### src/rtl/axi_pkg.sv
// Shared AXI definitions used by the FIFO master and the FIFO slave.
package axi_pkg;
    localparam logic [2:0] SIZE_4B     = 3'b010;
    localparam logic [1:0] BURST_INCR  = 2'b01;
    localparam logic [1:0] RESP_OKAY   = 2'b00;
    localparam logic [1:0] RESP_SLVERR = 2'b10;

    typedef enum logic [2:0] {
        IDLE,
        WR_ADDR,
        WR_DATA,
        WR_RESP,
        RD_ADDR,
        RD_DATA
    } state_e;
endpackage

### src/rtl/axi_fifo_master_if.sv
// AXI4 write/response/read channel bundle between the FIFO master and the FIFO slave.
interface axi_fifo_master_if #(
    parameter int ADDR_WIDTH = 6,
    parameter int DATA_WIDTH = 32
);
    logic                    awid;
    logic [ADDR_WIDTH-1:0]   awaddr;
    logic [7:0]              awlen;
    logic [2:0]              awsize;
    logic [1:0]              awburst;
    logic                    awvalid;
    logic                    awready;
    logic [DATA_WIDTH-1:0]   wdata;
    logic [DATA_WIDTH/8-1:0] wstrb;
    logic                    wlast;
    logic                    wvalid;
    logic                    wready;
    logic                    bid;
    logic [1:0]              bresp;
    logic                    bvalid;
    logic                    bready;
    logic [ADDR_WIDTH-1:0]   araddr;
    logic [7:0]              arlen;
    logic [2:0]              arsize;
    logic [1:0]              arburst;
    logic                    arvalid;
    logic                    arready;
    logic [DATA_WIDTH-1:0]   rdata;
    logic [1:0]              rresp;
    logic                    rlast;
    logic                    rvalid;
    logic                    rready;

    modport master (
        output awid, awaddr, awlen, awsize, awburst, awvalid,
        input  awready,
        output wdata, wstrb, wlast, wvalid,
        input  wready,
        input  bid, bresp, bvalid,
        output bready,
        output araddr, arlen, arsize, arburst, arvalid,
        input  arready,
        input  rdata, rresp, rlast, rvalid,
        output rready
    );

    modport slave (
        input  awid, awaddr, awlen, awsize, awburst, awvalid,
        output awready,
        input  wdata, wstrb, wlast, wvalid,
        output wready,
        output bid, bresp, bvalid,
        input  bready,
        input  araddr, arlen, arsize, arburst, arvalid,
        output arready,
        output rdata, rresp, rlast, rvalid,
        input  rready
    );
endinterface

### src/rtl/axi_fifo_master.sv
// Command-driven AXI4 master: each command becomes one INCR burst of 32-bit beats,
// with write beats taken from a local stream and read beats returned on another.
module axi_fifo_master
    import axi_pkg::*;
#(
    parameter int   ADDR_WIDTH = 6,
    parameter int   DATA_WIDTH = 32,
    parameter logic TXN_ID     = 1'b1
) (
    input  logic                  m00_axi_aclk,
    input  logic                  m00_axi_aresetn,
    input  logic                  cmd_valid,
    output logic                  cmd_ready,
    input  logic                  cmd_write,
    input  logic [ADDR_WIDTH-1:0] cmd_addr,
    input  logic [7:0]            cmd_len,
    input  logic [DATA_WIDTH-1:0] wr_data,
    input  logic                  wr_valid,
    output logic                  wr_ready,
    output logic [DATA_WIDTH-1:0] rd_data,
    output logic                  rd_valid,
    output logic                  rd_last,
    input  logic                  rd_ready,
    output logic                  done,
    output logic                  err,
    axi_fifo_master_if.master     m00_axi
);
    state_e                state_q, state_d;
    logic [ADDR_WIDTH-1:0] addr_q, addr_d;
    logic [7:0]            len_q, len_d;
    logic [7:0]            beat_cnt_q, beat_cnt_d;
    logic                  err_acc_q, err_acc_d;
    logic                  done_q, done_d;
    logic                  err_q, err_d;

    logic in_wdata, in_rdata, last_beat, w_hs, r_hs, b_err, r_err;

    assign in_wdata  = (state_q == WR_DATA);
    assign in_rdata  = (state_q == RD_DATA);
    assign last_beat = (beat_cnt_q == len_q);
    assign w_hs      = in_wdata && wr_valid && m00_axi.wready;
    assign r_hs      = in_rdata && m00_axi.rvalid && rd_ready;
    assign b_err     = (m00_axi.bresp != RESP_OKAY) || (m00_axi.bid != TXN_ID);
    // The burst ends on our own beat count; a misplaced rlast is only flagged.
    assign r_err     = (m00_axi.rresp != RESP_OKAY) || (m00_axi.rlast != last_beat);

    always_comb begin
        state_d    = state_q;
        addr_d     = addr_q;
        len_d      = len_q;
        beat_cnt_d = beat_cnt_q;
        err_acc_d  = err_acc_q;
        done_d     = 1'b0;
        err_d      = 1'b0;
        case (state_q)
            IDLE: begin
                if (cmd_valid) begin
                    addr_d     = cmd_addr;
                    len_d      = cmd_len;
                    beat_cnt_d = 8'd0;
                    err_acc_d  = 1'b0;
                    state_d    = cmd_write ? WR_ADDR : RD_ADDR;
                end
            end
            WR_ADDR: if (m00_axi.awready) state_d = WR_DATA;
            WR_DATA: begin
                if (w_hs) begin
                    beat_cnt_d = beat_cnt_q + 8'd1;
                    if (last_beat) state_d = WR_RESP;
                end
            end
            WR_RESP: begin
                if (m00_axi.bvalid) begin
                    err_acc_d = err_acc_q | b_err;
                    done_d    = 1'b1;
                    err_d     = err_acc_d;
                    state_d   = IDLE;
                end
            end
            RD_ADDR: if (m00_axi.arready) state_d = RD_DATA;
            RD_DATA: begin
                if (r_hs) begin
                    beat_cnt_d = beat_cnt_q + 8'd1;
                    err_acc_d  = err_acc_q | r_err;
                    if (last_beat) begin
                        done_d  = 1'b1;
                        err_d   = err_acc_d;
                        state_d = IDLE;
                    end
                end
            end
            default: state_d = IDLE;
        endcase
    end

    always_ff @(posedge m00_axi_aclk or negedge m00_axi_aresetn) begin
        if (!m00_axi_aresetn) begin
            state_q    <= IDLE;
            addr_q     <= '0;
            len_q      <= '0;
            beat_cnt_q <= '0;
            err_acc_q  <= 1'b0;
            done_q     <= 1'b0;
            err_q      <= 1'b0;
        end else begin
            state_q    <= state_d;
            addr_q     <= addr_d;
            len_q      <= len_d;
            beat_cnt_q <= beat_cnt_d;
            err_acc_q  <= err_acc_d;
            done_q     <= done_d;
            err_q      <= err_d;
        end
    end

    assign cmd_ready = (state_q == IDLE);
    assign done      = done_q;
    assign err       = err_q;

    // AXI valids come straight from the state register, never from a ready.
    assign m00_axi.awid    = TXN_ID;
    assign m00_axi.awaddr  = addr_q;
    assign m00_axi.awlen   = len_q;
    assign m00_axi.awsize  = SIZE_4B;
    assign m00_axi.awburst = BURST_INCR;
    assign m00_axi.awvalid = (state_q == WR_ADDR);

    assign m00_axi.wdata   = in_wdata ? wr_data : '0;
    assign m00_axi.wstrb   = in_wdata ? '1 : '0;
    assign m00_axi.wlast   = in_wdata && last_beat;
    assign m00_axi.wvalid  = in_wdata && wr_valid;
    assign wr_ready        = in_wdata && m00_axi.wready;

    assign m00_axi.bready  = (state_q == WR_RESP);

    assign m00_axi.araddr  = addr_q;
    assign m00_axi.arlen   = len_q;
    assign m00_axi.arsize  = SIZE_4B;
    assign m00_axi.arburst = BURST_INCR;
    assign m00_axi.arvalid = (state_q == RD_ADDR);

    assign rd_data         = in_rdata ? m00_axi.rdata : '0;
    assign rd_valid        = in_rdata && m00_axi.rvalid;
    assign rd_last         = in_rdata && m00_axi.rlast;
    assign m00_axi.rready  = in_rdata && rd_ready;
endmodule

### src/flat_wrapper.sv
// flat-port wrapper written by rule: the top's interface ports become plain ports
module axi_fifo_master_flat import axi_pkg::*;
#(
    parameter int   ADDR_WIDTH = 6,
    parameter int   DATA_WIDTH = 32,
    parameter logic TXN_ID     = 1'b1
)
  (m00_axi_aclk, m00_axi_aresetn, cmd_valid, cmd_ready, cmd_write, cmd_addr, cmd_len, wr_data, wr_valid, wr_ready, rd_data, rd_valid, rd_last, rd_ready, done, err, m00_axi_awid, m00_axi_awaddr, m00_axi_awlen, m00_axi_awsize, m00_axi_awburst, m00_axi_awvalid, m00_axi_awready, m00_axi_wdata, m00_axi_wstrb, m00_axi_wlast, m00_axi_wvalid, m00_axi_wready, m00_axi_bid, m00_axi_bresp, m00_axi_bvalid, m00_axi_bready, m00_axi_araddr, m00_axi_arlen, m00_axi_arsize, m00_axi_arburst, m00_axi_arvalid, m00_axi_arready, m00_axi_rdata, m00_axi_rresp, m00_axi_rlast, m00_axi_rvalid, m00_axi_rready);
  axi_fifo_master_if #(.ADDR_WIDTH(ADDR_WIDTH), .DATA_WIDTH(DATA_WIDTH)) m00_axi_i ();
  input  logic m00_axi_aclk;
  input  logic m00_axi_aresetn;
  input  logic cmd_valid;
  output logic cmd_ready;
  input  logic cmd_write;
  input  logic [ADDR_WIDTH-1:0] cmd_addr;
  input  logic [7:0] cmd_len;
  input  logic [DATA_WIDTH-1:0] wr_data;
  input  logic wr_valid;
  output logic wr_ready;
  output logic [DATA_WIDTH-1:0] rd_data;
  output logic rd_valid;
  output logic rd_last;
  input  logic rd_ready;
  output logic done;
  output logic err;
  output wire logic [$bits(m00_axi_i.awid)-1:0] m00_axi_awid;
  output wire logic [$bits(m00_axi_i.awaddr)-1:0] m00_axi_awaddr;
  output wire logic [$bits(m00_axi_i.awlen)-1:0] m00_axi_awlen;
  output wire logic [$bits(m00_axi_i.awsize)-1:0] m00_axi_awsize;
  output wire logic [$bits(m00_axi_i.awburst)-1:0] m00_axi_awburst;
  output wire logic [$bits(m00_axi_i.awvalid)-1:0] m00_axi_awvalid;
  input wire logic [$bits(m00_axi_i.awready)-1:0] m00_axi_awready;
  output wire logic [$bits(m00_axi_i.wdata)-1:0] m00_axi_wdata;
  output wire logic [$bits(m00_axi_i.wstrb)-1:0] m00_axi_wstrb;
  output wire logic [$bits(m00_axi_i.wlast)-1:0] m00_axi_wlast;
  output wire logic [$bits(m00_axi_i.wvalid)-1:0] m00_axi_wvalid;
  input wire logic [$bits(m00_axi_i.wready)-1:0] m00_axi_wready;
  input wire logic [$bits(m00_axi_i.bid)-1:0] m00_axi_bid;
  input wire logic [$bits(m00_axi_i.bresp)-1:0] m00_axi_bresp;
  input wire logic [$bits(m00_axi_i.bvalid)-1:0] m00_axi_bvalid;
  output wire logic [$bits(m00_axi_i.bready)-1:0] m00_axi_bready;
  output wire logic [$bits(m00_axi_i.araddr)-1:0] m00_axi_araddr;
  output wire logic [$bits(m00_axi_i.arlen)-1:0] m00_axi_arlen;
  output wire logic [$bits(m00_axi_i.arsize)-1:0] m00_axi_arsize;
  output wire logic [$bits(m00_axi_i.arburst)-1:0] m00_axi_arburst;
  output wire logic [$bits(m00_axi_i.arvalid)-1:0] m00_axi_arvalid;
  input wire logic [$bits(m00_axi_i.arready)-1:0] m00_axi_arready;
  input wire logic [$bits(m00_axi_i.rdata)-1:0] m00_axi_rdata;
  input wire logic [$bits(m00_axi_i.rresp)-1:0] m00_axi_rresp;
  input wire logic [$bits(m00_axi_i.rlast)-1:0] m00_axi_rlast;
  input wire logic [$bits(m00_axi_i.rvalid)-1:0] m00_axi_rvalid;
  output wire logic [$bits(m00_axi_i.rready)-1:0] m00_axi_rready;
  assign m00_axi_awid = m00_axi_i.awid;
  assign m00_axi_awaddr = m00_axi_i.awaddr;
  assign m00_axi_awlen = m00_axi_i.awlen;
  assign m00_axi_awsize = m00_axi_i.awsize;
  assign m00_axi_awburst = m00_axi_i.awburst;
  assign m00_axi_awvalid = m00_axi_i.awvalid;
  assign m00_axi_i.awready = m00_axi_awready;
  assign m00_axi_wdata = m00_axi_i.wdata;
  assign m00_axi_wstrb = m00_axi_i.wstrb;
  assign m00_axi_wlast = m00_axi_i.wlast;
  assign m00_axi_wvalid = m00_axi_i.wvalid;
  assign m00_axi_i.wready = m00_axi_wready;
  assign m00_axi_i.bid = m00_axi_bid;
  assign m00_axi_i.bresp = m00_axi_bresp;
  assign m00_axi_i.bvalid = m00_axi_bvalid;
  assign m00_axi_bready = m00_axi_i.bready;
  assign m00_axi_araddr = m00_axi_i.araddr;
  assign m00_axi_arlen = m00_axi_i.arlen;
  assign m00_axi_arsize = m00_axi_i.arsize;
  assign m00_axi_arburst = m00_axi_i.arburst;
  assign m00_axi_arvalid = m00_axi_i.arvalid;
  assign m00_axi_i.arready = m00_axi_arready;
  assign m00_axi_i.rdata = m00_axi_rdata;
  assign m00_axi_i.rresp = m00_axi_rresp;
  assign m00_axi_i.rlast = m00_axi_rlast;
  assign m00_axi_i.rvalid = m00_axi_rvalid;
  assign m00_axi_rready = m00_axi_i.rready;
  axi_fifo_master #(.ADDR_WIDTH(ADDR_WIDTH), .DATA_WIDTH(DATA_WIDTH), .TXN_ID(TXN_ID)) u_core (.m00_axi_aclk(m00_axi_aclk), .m00_axi_aresetn(m00_axi_aresetn), .cmd_valid(cmd_valid), .cmd_ready(cmd_ready), .cmd_write(cmd_write), .cmd_addr(cmd_addr), .cmd_len(cmd_len), .wr_data(wr_data), .wr_valid(wr_valid), .wr_ready(wr_ready), .rd_data(rd_data), .rd_valid(rd_valid), .rd_last(rd_last), .rd_ready(rd_ready), .done(done), .err(err), .m00_axi(m00_axi_i));
endmodule
### config.mk
export PLATFORM = sky130hd
export DESIGN_NAME = axi_fifo_master_flat
export DESIGN_NICKNAME = d
export VERILOG_FILES = /design/src/rtl/axi_pkg.sv /design/src/rtl/axi_fifo_master_if.sv /design/src/rtl/axi_fifo_master.sv /design/src/flat_wrapper.sv
export SDC_FILE = /design/constraint.sdc
export NUM_CORES = 1
export LEC_CHECK = 0
export ABC_AREA = 1
export BUFFER_PORTS_ARGS = -buffer_cell sky130_fd_sc_hd__buf_4
export CORE_ASPECT_RATIO = 0.7
export CORE_MARGIN = 8
export CORE_UTILIZATION = 40
export CTS_BUF_LIST = sky130_fd_sc_hd__clkbuf_2 sky130_fd_sc_hd__clkbuf_4 sky130_fd_sc_hd__clkbuf_8
export CTS_CLUSTER_SIZE = 25
export DETAILED_ROUTE_END_ITERATION = 10
export PLACE_DENSITY = 0.95
export SLEW_MARGIN = 5
export SYNTH_ARGS = -nofsm -noshare
export SYNTH_HDL_FRONTEND = slang
export SYNTH_SLANG_ARGS = --single-unit
### constraint.sdc
create_clock -name m00_axi_aclk -period 2.7 [get_ports m00_axi_aclk]
set_input_delay 0.27 -clock m00_axi_aclk [delete_from_list [all_inputs] [get_ports m00_axi_aclk]]
set_output_delay 0.27 -clock m00_axi_aclk [all_outputs]
set_load 0.05 [all_outputs]
==> flow_summary_export.csv, run 1 <==
group,metric,value,unit
timing,hold_viol_final,0,
min_path,min_from,"cmd_len[2]",
timing,clock_skew,0.0126,ns
logic_synthesis,warning_count_from_the_yosys_run,0,
timing,worst_slew_pin_slew,0.570,ns
layout,drive_gt1_share,42.6,%
global_routing,overflow,0,
layout,syn_to_final_growth,62.4,%
logic_synthesis,ys_seq_elements,28,
timing,timing_max_transition_violations_final,0,
clock_network,clk_path_buf_depth,2,
timing,period_minus_ws_final,2.14,ns
floorplan,design.portCount,214,
global_routing,number_of_antenna_violations_at_the_first_check_in_global_routing,0,
run_status,outcome,"finished, final reports clean",
drt,drt-total-wl,9190,µm
global_routing,grt_pass1_vias,2842,
logic_synthesis,syn_area,2340,µm²
critical_path,worstPathRequired,2.43,ns
critical_path,slowest_delay,0.50,ns
global_routing,globalRouteTotalUtil,19.2,%
critical_path,path_delay_family,"simple AND/OR/NAND/NOR gates",
critical_path,timing.setup.critical_path_class,"reg2out",
clock_network,h-tree-depth,1,
drt,dr.first_iter.drc_count,95,
critical_path,timing.rr.start,"u_core.state_q[2]",
drt,routedWlPerCell,14.7,µm
floorplan,die-area,8600,µm²
critical_path,crit_path_launch,"u_core.state_q[2]",
pwr,power_per_cell_area,1130,nW/µm²
logic_synthesis,synth_cell_type_count,33,
layout,nNetsFinal,646,
floorplan,die-width,107,µm
clock_network,clock-root-buffer,"clkbuf_8",
drt,viasPerCell,4.53,
job,max-cap-violations,0,
critical_path,crit_path_cell_trace,"nor3_4 -> inv_2 -> nor2_1 -> buf_4",
logic_synthesis,syn-instance-count,371,
logic_synthesis,synth_seq_area_share,29.9,%
floorplan,fp-row-count,23,
global_routing,grt_start_max_net_pins,39,
timing,setup-violations-final,0,
clock_network,tritoncts,"yes",
clock_network,cts-buffers-inserted,3,
drt,detailedRoute.firstPassIterationCount,4,
placed_design,dp_hpwl,7940,µm
critical_path,type_of_destination_of_the_critical_path,"output pin",
timing,timing.slew.headroom,62.0,%
pwr,ir_drop,1.17,mV
drt,final_antenna_net_count,0,
layout,antenna_cells,0,
drt,route.vias.total,2827,
floorplan,initial_utilization,41.1,%
pwr,power.leakage,2.39,nW
timing,fin_setup_tns,0,ns
critical_path,signal_arrival_time_at_the_worst_endpoint,1.87,ns
critical_path,critical_path.slowest_cell,"dfrtp_1",
critical_path,cp-start-kind,"flip-flop",
critical_path,crit_path_max_fanout,38,
timing,rsz_0062_raised_after_global_routing,"false",
critical_path,cp_num_buf_inv,2,
timing,setup_slack,0.561,ns
global_routing,grt_first_pass_wirelength,13500,µm
critical_path,setup_slack_reg_to_reg,0.72,ns
timing,final_cycle_share,79.2,%
floorplan,die_h,80.0,µm
layout,final_layout_fill_cell_count,459,
floorplan,design.core.area,5700,µm²
clock_network,clock_insertion_delay_worst_skew,0.28,ns
logic_synthesis,post_synth.cell_area_avg,6.32,µm²
clock_network,path_clk_slew,0.11,ns
placed_design,place_congestion,0.872,
timing,timing.fmax,467,MHz
drt,drc_errors,0,
min_path,hold_class,"in2reg",
placed_design,io_buffers,202,
clock_network,tritoncts_num_sinks,28,
placed_design,preCtsSetupSlack,0.740,ns
==> metal layers <==
metal / part of all wire (%) / vias up / track usage [%] / wire length (µm)
met3: 9.4 / 6 / 5.97 / 867
met5: 0 / - / 0 / 0
met4: 0.52 / 0 / 3.31 / 48
met1: 37 / 1292 / 21.1 / 3420
li1: - / 1392 / - / -
met2: 53 / 137 / 35.9 / 4850
==> sequential cells by signal, summed over array words and instances (netlist names) <==
register	flops
u_core.m00_axi.arlen	8
u_core.m00_axi.araddr	6
u_core.done	1
u_core.err_acc_q	1
u_core.beat_cnt_q	8
u_core.err	1
u_core.state_q	3
==> cells in the mapped netlist, drive strengths merged <==
cell type   n  share of area [%]
xor2        1               0.37
a21oi      14                3.3
nand2      48                8.4
buf        38                 11
conb        2               0.32
o22ai       1               0.53
o21ai       9                1.9
mux2        9                4.3
inv        97                 16
nand4       1               0.27
clkbuf      1               0.16
a22o        1               0.37
dfrtp      28                 30
or2         1               0.27
ha          1               0.53
a31oi       1               0.27
nor3        6                2.0
nand3      17                3.8
nand3b      1               0.32
xnor2       3                1.1
nor2       91                 15
==> power by group <==
part	leakage [nW]	switching, mW	internal (mW)
clock network	0.0357	0.140	0.199
logic	2.01	2.30	0.909
registers	0.349	0.177	0.567
==> placed cells by master, fill, tap and decap left out, drive strengths merged, types with 6 or more instances in the layout <==
cell | netlist | layout
o21ai | 9 | 9
buf | 38 | 203
a21oi | 14 | 14
conb | 2 | 11
inv | 97 | 97
nor2 | 91 | 91
nor3 | 6 | 6
dfrtp | 28 | 28
nand2 | 48 | 48
mux2 | 9 | 9
nand3 | 17 | 17
==> worst reg2reg max path: cells and delay by family (launching register included) <==
kind / cells / cell delay (ns)
buffers and inverters: 1 / 0.44
and+or+nand+nor: 6 / 0.91
DFF: 1 / 0.54
==> logic make-up (layout without fill, tap and decap cells) <==
group	Yosys count	count (layout)	share of synthesized area [%]
mux	9	9	4.32
other cells	2	11	0.320
xor+xnor	4	4	1.50
buf+inv	136	305	27.1
compound gates	26	26	6.41
simple gates	165	165	29.9
flops	28	28	29.9
fa+ha+maj	1	1	0.534
==> final timing paths <==
| kind | endpoint | depth (start not counted) |
|---|---|---|
| max in group asynchronous | u_core.beat_cnt_q[3] | 2 |
| setup / recovery | m00_axi_wdata[14] | 4 |
| setup reg to reg | u_core.state_q[1] | 7 |
| hold reg to reg | u_core.m00_axi.araddr[5] | 1 |
| min in group asynchronous | u_core.beat_cnt_q[0] | 2 |
| hold / removal | u_core.m00_axi.arlen[2] | 2 |
==> layout make-up <==
type,instances,area (µm²),share of cell area (%)
clock buffer,3,41.3,1.09
clock inverter,1,30.0,0.789
inverter,97,364,9.57
multi-input combinational,216,1040,27.4
sequential,28,701,18.4
tap,75,93.8,2.47
timing repair buffer,204,1530,40.3
==> through the flow <==
step	hold WS [ns]	total power [mW]	std cells	area [µm²]	utilization (%)
after detailed placement	0.209	3.97	619	3720	65.3
after CTS	0.221	4.31	624	3800	66.8
after floorplan	-0.0256	3.20	380	2380	-
final	0.219	4.29	624	3800	66.8
after global routing	0.202	4.52	624	3800	66.8
after global placement	0.207	3.91	619	3720	65.3
==> what timing repair did <==
| item | in CTS | in global routing |
|---|---|---|
| endpoints found under the hold margin | 28 | 0 |
| buffers inserted | 0 | 0 |
| hold buffers | 1 | 0 |
| gates resized for setup | 0 | 0 |
Power figures use the tool's default switching activity.
==> run 2, diff against run 1 <==
- ABC_AREA: 1 -> 0
- CORE_UTILIZATION: 40 -> 38
- PLACE_DENSITY: 0.95 -> 0.93
- clock period: 2.7 -> 2.14 ns (I/O delays scaled with it)
==> flow_summary_export.csv, run 2 <==
group,metric,value,unit
global_routing,overflow,0,
logic_synthesis,synth_cell_type_count,43,
timing,hold_viol_final,0,
drt,drt-total-wl,9190,µm
timing,worst_slew_pin_slew,0.666,ns
logic_synthesis,synth_top_area_share,31.4,%
critical_path,critical_path.slowest_cell,"dfrtp_1",
timing,final_cycle_share,96.7,%
drt,route.vias.total,2497,
floorplan,die-width,108,µm
clock_network,clock-root-buffer,"clkbuf_8",
critical_path,worst_r2r_path_cells,5,
timing,rsz_0062_raised_after_global_routing,"true",
logic_synthesis,synth_edf_count,0,
min_path,hold_class,"in2reg",
critical_path,signal_arrival_time_at_the_worst_endpoint,1.85,ns
logic_synthesis,synth_async_sr_flop_share,100,%
run_status,outcome,"finished, final reports clean",
critical_path,timing.rr.start,"u_core.state_q[0]",
drt,detail_route.wirelength.met1,3350,µm
layout,nNetsFinal,540,
critical_path,worstReg2RegEnd,"u_core.beat_cnt_q[4]",
placed_design,io_buffers,202,
drt,routedWlPerCell,17.7,µm
pwr,power.leakage,1.94,nW
global_routing,globalRouteTotalUtil,19.7,%
floorplan,die_h,80.1,µm
timing,fin_setup_tns,0,ns
layout,antenna_cells,0,
logic_synthesis,ys.flop_type,"dfrtp_1",
floorplan,die-area,8610,µm²
logic_synthesis,warning_count_from_the_yosys_run,0,
layout,layout_commonest_cell,"buf_4",
floorplan,fp-row-count,23,
logic_synthesis,synth_top_cells_by_area,"dfrtp_1 (31%), and2_1 (19%), buf_4 (9.8%)",
critical_path,slowest_delay,0.44,ns
clock_network,path_clk_slew,0.09,ns
drt,viasPerCell,4.82,
layout,final_layout_fill_cell_count,432,
critical_path,crit_path_max_fanout,6,
layout,multiInputGateArea,1290,µm²
clock_network,clk_path_buf_depth,2,
logic_synthesis,post_synth.cell_area_avg,8.48,µm²
drt,drc_errors,0,
clock_network,clock_insertion_delay_worst_skew,0.28,ns
layout,layout.cells.most_common_list,"buf_4 (208), and2_1 (69), dfrtp_1 (27)",
floorplan,design.core.area,5700,µm²
timing,timing.fmax,483,MHz
critical_path,setup_slack_reg_to_reg,0.17,ns
logic_synthesis,synth.top_cells.by_count,"and2_1 (69), buf_4 (29), dfrtp_1 (28)",
timing,timing_max_transition_violations_final,0,
critical_path,type_of_destination_of_the_critical_path,"output pin",
global_routing,grt_pass1_vias,2596,
timing,timing.slew.headroom,55.0,%
floorplan,initial_utilization,39.1,%
drt,routed-wl-met3,850,µm
pwr,power_per_cell_area,1550,nW/µm²
min_path,min_from,"cmd_valid",
pwr,ir_drop,1.09,mV
drt,routed.top_layer,"met4",
job,max-cap-violations,0,
layout,syn_to_final_growth,68.1,%
floorplan,design.portCount,214,
critical_path,timing.setup.critical_path_class,"reg2out",
global_routing,number_of_antenna_violations_at_the_first_check_in_global_routing,0,
clock_network,tritoncts_num_sinks,28,
timing,period_minus_ws_final,2.07,ns
critical_path,worstPathRequired,1.93,ns
logic_synthesis,syn_area,2230,µm²
logic_synthesis,syn-instance-count,263,
global_routing,grt_first_pass_wirelength,13800,µm
timing,clock_skew,0.00251,ns
layout,area.sequential,702,µm²
global_routing,grt_start_max_net_pins,39,
min_path,worstHoldEndpoint,"u_core.beat_cnt_q[6]",
placed_design,dp_hpwl,7630,µm
clock_network,h-tree-depth,1,
drt,final_antenna_net_count,0,
clock_network,tritoncts,"yes",
logic_synthesis,synth_seq_area_share,31.4,%
clock_network,cts-buffers-inserted,3,
layout,drive_gt1_share,53.5,%
drt,routed-wl-met2,4820,µm
critical_path,crit_path_cell_trace,"xnor2_1 -> nand4_1 -> or3_4 -> nor3_2 -> buf_6",
logic_synthesis,cell_with_the_most_instances_after_synthesis,"and2_1",
placed_design,placedCellCount,512,
critical_path,cp-start-kind,"flip-flop",
drt,dr.first_iter.drc_count,204,
logic_synthesis,ys_seq_elements,28,
min_path,worstHoldPathCells,2,
timing,setup-violations-final,0,
layout,final-instance-count-excl-fill,518,
drt,detailedRoute.firstPassIterationCount,5,
logic_synthesis,netlist.top_cell.by_area,"dfrtp_1",
placed_design,place_congestion,0.882,
## run 2: changes by cell type after synthesis, moves of 4 or more
cell,before,now
xnor2_1,3,8
a21oi_1,12,8
nand2_1,43,14
inv_2,4,0
nor2_1,89,9
o21ai_0,6,11
inv_1,93,4
clkbuf_1,1,9
mux2_2,9,14
nand3_1,16,5
nand2_2,4,0
and2_1,0,69
## run 2: cell families (layout without fill, tap and decap cells)
logic type | Yosys count | count (layout) | share of synthesized area (%)
other | 2 | 11 | 0.337
and+or+nand+nor | 124 | 124 | 33.1
AOI/OAI and AO/OA | 37 | 37 | 10.4
muxes | 14 | 14 | 7.07
xor gates and xnor gates | 9 | 9 | 3.54
buffers and inverters | 48 | 219 | 13.6
adders and majority gates | 1 | 1 | 0.561
DFF | 28 | 28 | 31.4
## run 2: metrics by stage
step	power [mW]	instance area, µm²	hold WS [ns]	util (%)	worst slack [ns]
global placement	5.35	3650	0.149	64.1	0.327
finish	5.80	3750	0.143	65.8	0.0714
floorplan	4.27	2270	-0.0816	-	-0.134
detailed placement	5.43	3650	0.157	64.1	0.211
CTS	5.77	3720	0.139	65.4	0.0304
global route	6.08	3750	0.135	65.8	-0.0346
## run 2: worst max-delay path by stage
| stage | start | end | slack, ns |
|---|---|---|---|
| after global routing | u_core.m00_axi.arlen[1] | m00_axi_wlast | -0.03 |
| after CTS | u_core.beat_cnt_q[0] | m00_axi_wlast | 0.03 |
| final | u_core.m00_axi.arlen[1] | m00_axi_wlast | 0.07 |
| after floorplan | u_core.m00_axi.arlen[0] | m00_axi_wlast | -0.13 |
| after detailed placement | u_core.state_q[0] | u_core.beat_cnt_q[4] | 0.21 |
| after global placement | u_core.state_q[0] | u_core.beat_cnt_q[4] | 0.33 |
## run 2: layout make-up
| type | count | area share (%) |
|---|---|---|
| sequential | 28 | 18.7 |
| tap | 75 | 2.50 |
| timing repair buffer | 211 | 42.5 |
| inverter | 4 | 0.401 |
| clock buffer | 4 | 1.47 |
| multi-input combinational | 196 | 34.4 |
## run 2: where the power goes
group | switching, mW | internal, mW | total, mW
sequential | 0.260 | 0.732 | 0.992
combinational | 3.06 | 1.42 | 4.48
clock | 0.168 | 0.165 | 0.333
total | 3.49 | 2.32 | 5.80
## run 2: repair_timing
action,CTS,global route
hold endpoints to repair,28,0
hold buffers,1,0
gates resized for setup,1,4
pin swaps,0,2
buffers inserted,0,1
endpoints found under the setup margin,1,40
cloned,0,0
## run 2: per-layer routing
metal	track usage (%)	vias up
met1	22.1	1135
met4	6.21	0
met5	0	-
met3	4.72	14
met2	36.1	150
li1	-	1198
## run 2: critical path: cells and delay by family (launching register included)
kind / cells / cell delay, ns
buffers and inverters: 1 / 0.18
AND/OR/NAND/NOR: 3 / 0.74
flip-flops: 1 / 0.44
XOR/XNOR: 1 / 0.21
